### src/rtl/lift_group_dispatcher.sv
// Hall-call dispatcher for a bank of lift cars: latches hall buttons,
// assigns each call to one enabled car by cost, and keeps per-car queues.
//
// Ports:
//   clk, reset          rising-edge clock, synchronous active-high reset
//   i_up_rqst/i_dn_rqst hall buttons, one bit per floor
//   i_car_en            car in service, one bit per car
//   i_car_flr_pos       binary floor index per car, car c at [c*FLR_W +: FLR_W]
//   i_car_dir           car direction, 1 = up
//   i_car_motion        car is moving
//   i_car_up_clr/dn_clr car served the call at its current floor
//   o_car_up_queue/dn   assigned calls, car c at [c*N_FLOORS +: N_FLOORS]
//   o_unassigned_up/dn  latched calls waiting for a car
//   o_busy              assignment FSM is evaluating or committing
module lift_group_dispatcher #(
  parameter int N_FLOORS = 8,
  parameter int N_CARS   = 4
) (
  input  logic                         clk,
  input  logic                         reset,
  input  logic [N_FLOORS-1:0]          i_up_rqst,
  input  logic [N_FLOORS-1:0]          i_dn_rqst,
  input  logic [N_CARS-1:0]            i_car_en,
  input  logic [N_CARS*$clog2(N_FLOORS)-1:0] i_car_flr_pos,
  input  logic [N_CARS-1:0]            i_car_dir,
  input  logic [N_CARS-1:0]            i_car_motion,
  input  logic [N_CARS-1:0]            i_car_up_clr,
  input  logic [N_CARS-1:0]            i_car_dn_clr,
  output logic [N_CARS*N_FLOORS-1:0]   o_car_up_queue,
  output logic [N_CARS*N_FLOORS-1:0]   o_car_dn_queue,
  output logic [N_FLOORS-1:0]          o_unassigned_up,
  output logic [N_FLOORS-1:0]          o_unassigned_dn,
  output logic                         o_busy
);

  localparam int FLR_W = $clog2(N_FLOORS);
  localparam int CST_W = FLR_W + 2;
  localparam int CAR_W = (N_CARS > 1) ? $clog2(N_CARS) : 1;
  localparam int QW    = N_CARS * N_FLOORS;

  typedef enum logic [1:0] {
    S_IDLE,
    S_EVAL,
    S_COMMIT
  } state_t;

  state_t             state_q, state_d;
  logic [CAR_W-1:0]   k_q, k_d;
  logic [FLR_W-1:0]   tgt_flr_q, tgt_flr_d;
  logic               tgt_up_q, tgt_up_d;
  logic [CAR_W-1:0]   best_q, best_d;
  logic [CST_W-1:0]   best_cost_q, best_cost_d;
  logic               best_vld_q, best_vld_d;
  logic [QW-1:0]      up_q, up_d;
  logic [QW-1:0]      dn_q, dn_d;
  logic [N_FLOORS-1:0] un_up_q, un_up_d;
  logic [N_FLOORS-1:0] un_dn_q, un_dn_d;

  // Cost of car k for the captured target call
  logic [FLR_W-1:0] pos_k;
  logic [FLR_W-1:0] dist_k;
  logic             away_k;
  logic             mis_k;
  logic [CST_W-1:0] cost_k;

  always_comb begin
    pos_k  = i_car_flr_pos[int'(k_q)*FLR_W +: FLR_W];
    dist_k = (pos_k > tgt_flr_q) ? (pos_k - tgt_flr_q)
                                 : (tgt_flr_q - pos_k);
    // Moving away means the target is behind the car's travel direction
    away_k = i_car_motion[k_q] &&
             ((i_car_dir[k_q] && (pos_k > tgt_flr_q)) ||
              (!i_car_dir[k_q] && (pos_k < tgt_flr_q)));
    mis_k  = i_car_motion[k_q] && (i_car_dir[k_q] != tgt_up_q);
    cost_k = {2'b00, dist_k};
    if (away_k) cost_k = cost_k + CST_W'(N_FLOORS);
    if (mis_k)  cost_k = cost_k + CST_W'(1);
  end

  // Target selection: lowest floor, up before down at the same floor
  logic               any_un;
  logic [FLR_W-1:0]   pick_flr;
  logic               pick_up;

  always_comb begin
    any_un   = (|un_up_q) || (|un_dn_q);
    pick_flr = '0;
    pick_up  = 1'b0;
    for (int f = N_FLOORS - 1; f >= 0; f--) begin
      if (un_dn_q[f]) begin
        pick_flr = FLR_W'(f);
        pick_up  = 1'b0;
      end
      if (un_up_q[f]) begin
        pick_flr = FLR_W'(f);
        pick_up  = 1'b1;
      end
    end
  end

  // Assignment FSM
  always_comb begin
    state_d     = state_q;
    k_d         = k_q;
    tgt_flr_d   = tgt_flr_q;
    tgt_up_d    = tgt_up_q;
    best_d      = best_q;
    best_cost_d = best_cost_q;
    best_vld_d  = best_vld_q;
    unique case (state_q)
      S_IDLE: begin
        if (any_un && (|i_car_en)) begin
          tgt_flr_d  = pick_flr;
          tgt_up_d   = pick_up;
          k_d        = '0;
          best_vld_d = 1'b0;
          state_d    = S_EVAL;
        end
      end
      S_EVAL: begin
        // Strict compare keeps the lowest index on a tie
        if (i_car_en[k_q] &&
            (!best_vld_q || (cost_k < best_cost_q))) begin
          best_d      = k_q;
          best_cost_d = cost_k;
          best_vld_d  = 1'b1;
        end
        if (k_q == CAR_W'(N_CARS - 1)) begin
          state_d = S_COMMIT;
        end else begin
          k_d = k_q + CAR_W'(1);
        end
      end
      S_COMMIT: begin
        state_d = S_IDLE;
      end
      default: begin
        state_d = S_IDLE;
      end
    endcase
  end

  // Queue and unassigned-vector bookkeeping
  logic [N_FLOORS-1:0] asg_up;
  logic [N_FLOORS-1:0] asg_dn;
  logic [N_FLOORS-1:0] drop_up;
  logic [N_FLOORS-1:0] drop_dn;
  logic [FLR_W-1:0]    pos_c;
  logic                do_commit;

  always_comb begin
    up_d    = up_q;
    dn_d    = dn_q;
    un_up_d = un_up_q;
    un_dn_d = un_dn_q;
    asg_up  = '0;
    asg_dn  = '0;
    drop_up = '0;
    drop_dn = '0;
    pos_c   = '0;

    for (int c = 0; c < N_CARS; c++) begin
      asg_up = asg_up | up_q[c*N_FLOORS +: N_FLOORS];
      asg_dn = asg_dn | dn_q[c*N_FLOORS +: N_FLOORS];
    end

    // Served calls leave the car's queue
    for (int c = 0; c < N_CARS; c++) begin
      pos_c = i_car_flr_pos[c*FLR_W +: FLR_W];
      if (i_car_up_clr[c]) up_d[c*N_FLOORS + int'(pos_c)] = 1'b0;
      if (i_car_dn_clr[c]) dn_d[c*N_FLOORS + int'(pos_c)] = 1'b0;
      // A stopped car serving the floor swallows a fresh button press
      if (i_car_en[c] && !i_car_motion[c]) begin
        if (i_car_up_clr[c]) drop_up[pos_c] = 1'b1;
        if (i_car_dn_clr[c]) drop_dn[pos_c] = 1'b1;
      end
    end

    // Latch only calls not already held anywhere
    un_up_d = un_up_d | (i_up_rqst & ~asg_up & ~drop_up);
    un_dn_d = un_dn_d | (i_dn_rqst & ~asg_dn & ~drop_dn);

    // A car dropped out of service aborts a commit to it
    do_commit = (state_q == S_COMMIT) && best_vld_q && i_car_en[best_q];
    if (do_commit) begin
      if (tgt_up_q) begin
        up_d[int'(best_q)*N_FLOORS + int'(tgt_flr_q)] = 1'b1;
        un_up_d[tgt_flr_q] = 1'b0;
      end else begin
        dn_d[int'(best_q)*N_FLOORS + int'(tgt_flr_q)] = 1'b1;
        un_dn_d[tgt_flr_q] = 1'b0;
      end
    end

    // Disabled cars hand their calls back to the pool
    for (int c = 0; c < N_CARS; c++) begin
      if (!i_car_en[c]) begin
        un_up_d = un_up_d | up_d[c*N_FLOORS +: N_FLOORS];
        un_dn_d = un_dn_d | dn_d[c*N_FLOORS +: N_FLOORS];
        up_d[c*N_FLOORS +: N_FLOORS] = '0;
        dn_d[c*N_FLOORS +: N_FLOORS] = '0;
      end
    end
  end

  always_ff @(posedge clk) begin
    if (reset) begin
      state_q     <= S_IDLE;
      k_q         <= '0;
      tgt_flr_q   <= '0;
      tgt_up_q    <= 1'b0;
      best_q      <= '0;
      best_cost_q <= '0;
      best_vld_q  <= 1'b0;
      up_q        <= '0;
      dn_q        <= '0;
      un_up_q     <= '0;
      un_dn_q     <= '0;
    end else begin
      state_q     <= state_d;
      k_q         <= k_d;
      tgt_flr_q   <= tgt_flr_d;
      tgt_up_q    <= tgt_up_d;
      best_q      <= best_d;
      best_cost_q <= best_cost_d;
      best_vld_q  <= best_vld_d;
      up_q        <= up_d;
      dn_q        <= dn_d;
      un_up_q     <= un_up_d;
      un_dn_q     <= un_dn_d;
    end
  end

  assign o_car_up_queue  = up_q;
  assign o_car_dn_queue  = dn_q;
  assign o_unassigned_up = un_up_q;
  assign o_unassigned_dn = un_dn_q;
  assign o_busy          = (state_q != S_IDLE);

endmodule

### config.mk
export PLATFORM = sky130hd
export DESIGN_NAME = lift_group_dispatcher
export DESIGN_NICKNAME = d
export VERILOG_FILES = /design/src/rtl/lift_group_dispatcher.sv
export SDC_FILE = /design/constraint.sdc
export NUM_CORES = 1
export LEC_CHECK = 0
export ABC_AREA = 0
export CORE_ASPECT_RATIO = 0.9
export CORE_UTILIZATION = 39
export CTS_CLUSTER_SIZE = 40
export DETAILED_ROUTE_END_ITERATION = 7
export GPL_TIMING_DRIVEN = 0
export PLACE_DENSITY_LB_ADDON = 0.12
export RECOVER_POWER = 25
export SLEW_MARGIN = 20
export SYNTH_ARGS = -nofsm -noshare
export SYNTH_HDL_FRONTEND = slang
export SYNTH_SLANG_ARGS = --single-unit
### constraint.sdc
create_clock -name clk -period 11.25 [get_ports clk]
set_clock_uncertainty 0.2 [all_clocks]
set_input_delay 1.6875 -clock clk [delete_from_list [all_inputs] [get_ports clk]]
set_output_delay 1.6875 -clock clk [all_outputs]
set_load 0.02 [all_outputs]
==> summary.md <==
| Metric | Value |
|---|---|
| Min Clock Period, post-route | 6.75 ns |
| Top cells by area, synth | dfxtp_1 33%, a21oi_1 5.5%, nor2_1 5.4% |
| Portion of synthesized cell area occupied by the leading cell type | approximately a third |
| Clock insertion delay at the later pin of the skew report | 0.36 ns |
| Iter 0 DRT Violations | 1017 |
| Netlist area before placement | 0.00580 mm^2 |
| Global-route total usage across every layer | between 40 and 50% |
| Average detailed-routed wire length per instance | ~28 um |
| Aggregate routed wire length | 30500 um |
| Cell types with the highest counts after synthesis | 96 x dfxtp_1, 84 x nor2_1, 71 x nand2_1 |
| Via count of the first global-routing pass | 7077 |
| Total of fill cells in the finished design | between 1000 and 1500 |
| Post-route DRC | 0 |
| Worst endpoint data arrival time | 6.82 ns |
| Mean Syn Cell Area | 7.66 um^2 |
| Remaining antenna violation count | 0 |
| Synthesized flop and latch total | between 90 and 100 |
| Depth of the worst hold-timing path | 2 |
| Leakage | ~2.6 nW |
| Leading cell type by number of instances after synthesis | dfxtp_1 |
| Post-synthesis async set-or-reset flop share | 0% |
| Maximum level of the CTS H-tree | 3 |
| Gr ovfl total | 0 |
| Number of top-level design ports | between 100 and 150 |
| Count of synthesis-stage warnings from yosys | 0 |
| Pre-antenna DRT Iters | 6 |
| Number of antenna violations at the first check in global routing | 0 |
| Placeable core region | between 0.01 and 0.015 mm^2 |
| Routed via count divided by cell count | between 6 and 7 |
| CTS tree | yes |
| Sequential share of the synthesized area | around 33% |
| Global-route wire length before repair | around 44000 um |
| Power per Cell Area | ~120 mW/mm^2 |
| X dimension of the die | ~130 um |
| Part of the cycle the worst path needs | between 50% and 60% |
| CP Depth | 16 |
| Number of nets in the finished design | around 960 |
| Delay-heaviest family, CP | simple AND/OR/NAND/NOR gates |
| Class of the most critical setup path | in -> reg |
| CTS-repair resized insts | 0 |
| Count of different cell masters after synthesis | 63 |
| Setup repair bufs after CTS | 0 |
| Required time at the endpoint of the critical path | 11.32 ns |
| Total half-perimeter wirelength after legalization and detailed placement | ~23000 um |
| Highest achievable clock rate | 148 MHz |
| Most frequent cell on the critical path | ha_1 |
| Number of core rows | about 40 |
| Setup repair after global routing missed its margin | false |
| Cell taking the most area after synthesis | dfxtp_1 |
| Crit-path cells | clkdlybuf4s50_1 -> clkbuf_1 -> mux4_1 -> ha_1 -> and3b_1 -> o21ai_0 -> mux2_2 -> ha_1 -> nand3_1 -> nor4_1 -> ha_1 -> a21oi_1 -> o211ai_1 -> nor4_1 -> nor2_1 -> a211oi_1 |
| Total of buffers placed on input and output ports | about 130 |
| Main flop type after synthesis | dfxtp_1 |
| Max Buffers Root-to-Sink | 2 |
| Fin. max-slew vios | 0 |
| Worst Hold Class | reg -> reg |
| Element type at the critical path end | flip-flop |
| Power Total | 928 uW |
| Die Span Y | ~120 um |
| Syn Nets | 820 |
| Number of clock buffers inserted by TritonCTS | 9 |
| FF-to-FF path depth | 15 |
| Max VDD drop | about 0.08 mV |
| Layout overhead on the synthesized area | 31.7% |
| Via total after detailed routing | 7233 |
| Pin count of the biggest net entering global routing | 16 |
| Setup-violating endpoint count in the final report | 0 |
| Clk sink count | 96 |
| RePlAce Congestion | about 1 |
| Number of antenna diodes | 0 |
| Max transition margin | about a quarter |
| Total negative slack for setup checks | 0 ns |
| Clock-pin slew of the registers on the worst-case setup and hold paths | ~0.070 ns |
| Sum of buffers and inverters on the critical path | 2 |
| CTS Root Buffer Type | clkbuf_16 |
| Fraction of layout cells with a size suffix above 1 | 4.34% |
| CTS hold repair buffers | 0 |
| Slowest cell on the critical path | mux4_1 |
| Initial Utilization | 40.7% |
| Number of max-cap violations | 0 |
| Count of final hold-check violations | 0 |
| Kind of start point of the critical path | input pin |
| Maximum fanout count along the critical path | 10 |
| Status | finished clean |
| Actual transition at the worst max-transition pin | roughly 1.1 ns |
| Number of instances in the synthesized netlist | between 700 and 800 |
| Delay of the slowest critical-path stage | roughly 0.7 ns |
| Die area | roughly 0.015 mm^2 |
| Number of enable-type register cells in the synthesized netlist | 0 |
-- cell usage in the layout (no fill, tap or decap), types with 10 or more instances in the layout --
master and instances:
clkbuf_1 37, o21ai_0 59, o22a_1 14, dlygate4sd3_1 43
a31oi_1 15, a21oi_1 64, nor2_1 84, inv_1 21
nand3_1 27, nor2b_1 21, ha_1 10, nor3_1 28
o21a_1 11, clkdlybuf4s50_1 83, dfxtp_1 96, nand2_1 71
nand2b_1 30, o22ai_1 22, a22oi_1 17, nor4_1 24
-- layout make-up --
cell class	count	area, um^2	share of cell area [%]
Tap cell	193	241	3.16
Sequential cell	96	1920	25.2
Timing Repair Buffer	126	1260	16.5
Multi-Input combinational cell	597	3620	47.4
Inverter	21	78.8	1.03
Buffer	44	181	2.37
Clock buffer	10	229	3.00
Clock inverter	5	106	1.39
-- path summary, 6_finish.rpt --
path                               startpoint  slack (ns)                           to
setup / recovery             i_car_flr_pos[4]        4.50  best_cost_q[2]$_SDFFE_PP0P_
hold / removal    best_cost_q[2]$_SDFFE_PP0P_        0.27  best_cost_q[2]$_SDFFE_PP0P_
setup reg to reg          k_q[0]$_SDFFE_PP0P_        6.36  best_cost_q[2]$_SDFFE_PP0P_
hold reg to reg   best_cost_q[2]$_SDFFE_PP0P_        0.27  best_cost_q[2]$_SDFFE_PP0P_
-- worst reg2reg max path, stage by stage (launching register included) --
cell      delay, ns
dfxtp_1        0.36
buf_6          0.18
mux4_1         0.60
ha_1           0.38
and3b_1        0.23
o21ai_0        0.30
mux2_2         0.23
ha_1           0.14
nand3_1        0.10
nor4_1         0.41
ha_1           0.32
a21oi_1        0.21
o211ai_1       0.16
nor4_1         0.59
nor2_1         0.14
a211oi_1       0.25
-- where the power goes --
part,internal (mW),switching [mW]
sequential,0.348,0.0127
clock,0.217,0.145
combinational,0.0761,0.129
-- flip-flops by register name (all words and copies together), names as in the netlist --
register,count
tgt_up_q,1
best_cost_q,5
state_q,2
best_vld_q,1
o_car_dn_queue,32
o_unassigned_dn,8
tgt_flr_q,3
o_unassigned_up,8
best_q,2
k_q,2
o_car_up_queue,32
-- cells by family (layout without fill, tap and decap cells) --
family                   after synthesis  in the layout  share of synthesized area, %
multiplexers                          11             11                          3.79
adder cells (fa/ha/maj)               12             12                          2.85
AO/OA/AOI/OAI                        246            246                          26.7
XOR/XNOR                               4              4                         0.733
flip-flops                            96             96                          33.1
buffers and inverters                 65            206                          4.48
AND/OR/NAND/NOR                      324            324                          28.3
-- per-layer routing --
metal / vias up / share of wire [%] / track usage (%)
li1: 3085 / - / -
met3: 125 / 13 / 14.0
met2: 575 / 42 / 58.5
met4: 0 / 5.3 / 21.7
met5: - / 0 / 1.38
met1: 3448 / 39 / 51.3
-- stage by stage --
stage	setup WS [ns]	utilization [%]	std cells	hold slack (ns)	cell area, um^2
global route	4.17	53.6	1092	0.305	7640
detailed placement	4.19	51.2	1077	0.264	7310
finish	4.50	53.6	1092	0.275	7640
CTS	4.56	53.6	1092	0.275	7640
global placement	4.28	51.2	1077	0.257	7310
floorplan	5.55	-	758	0.244	5800
(Power assumes the default switching activity.)
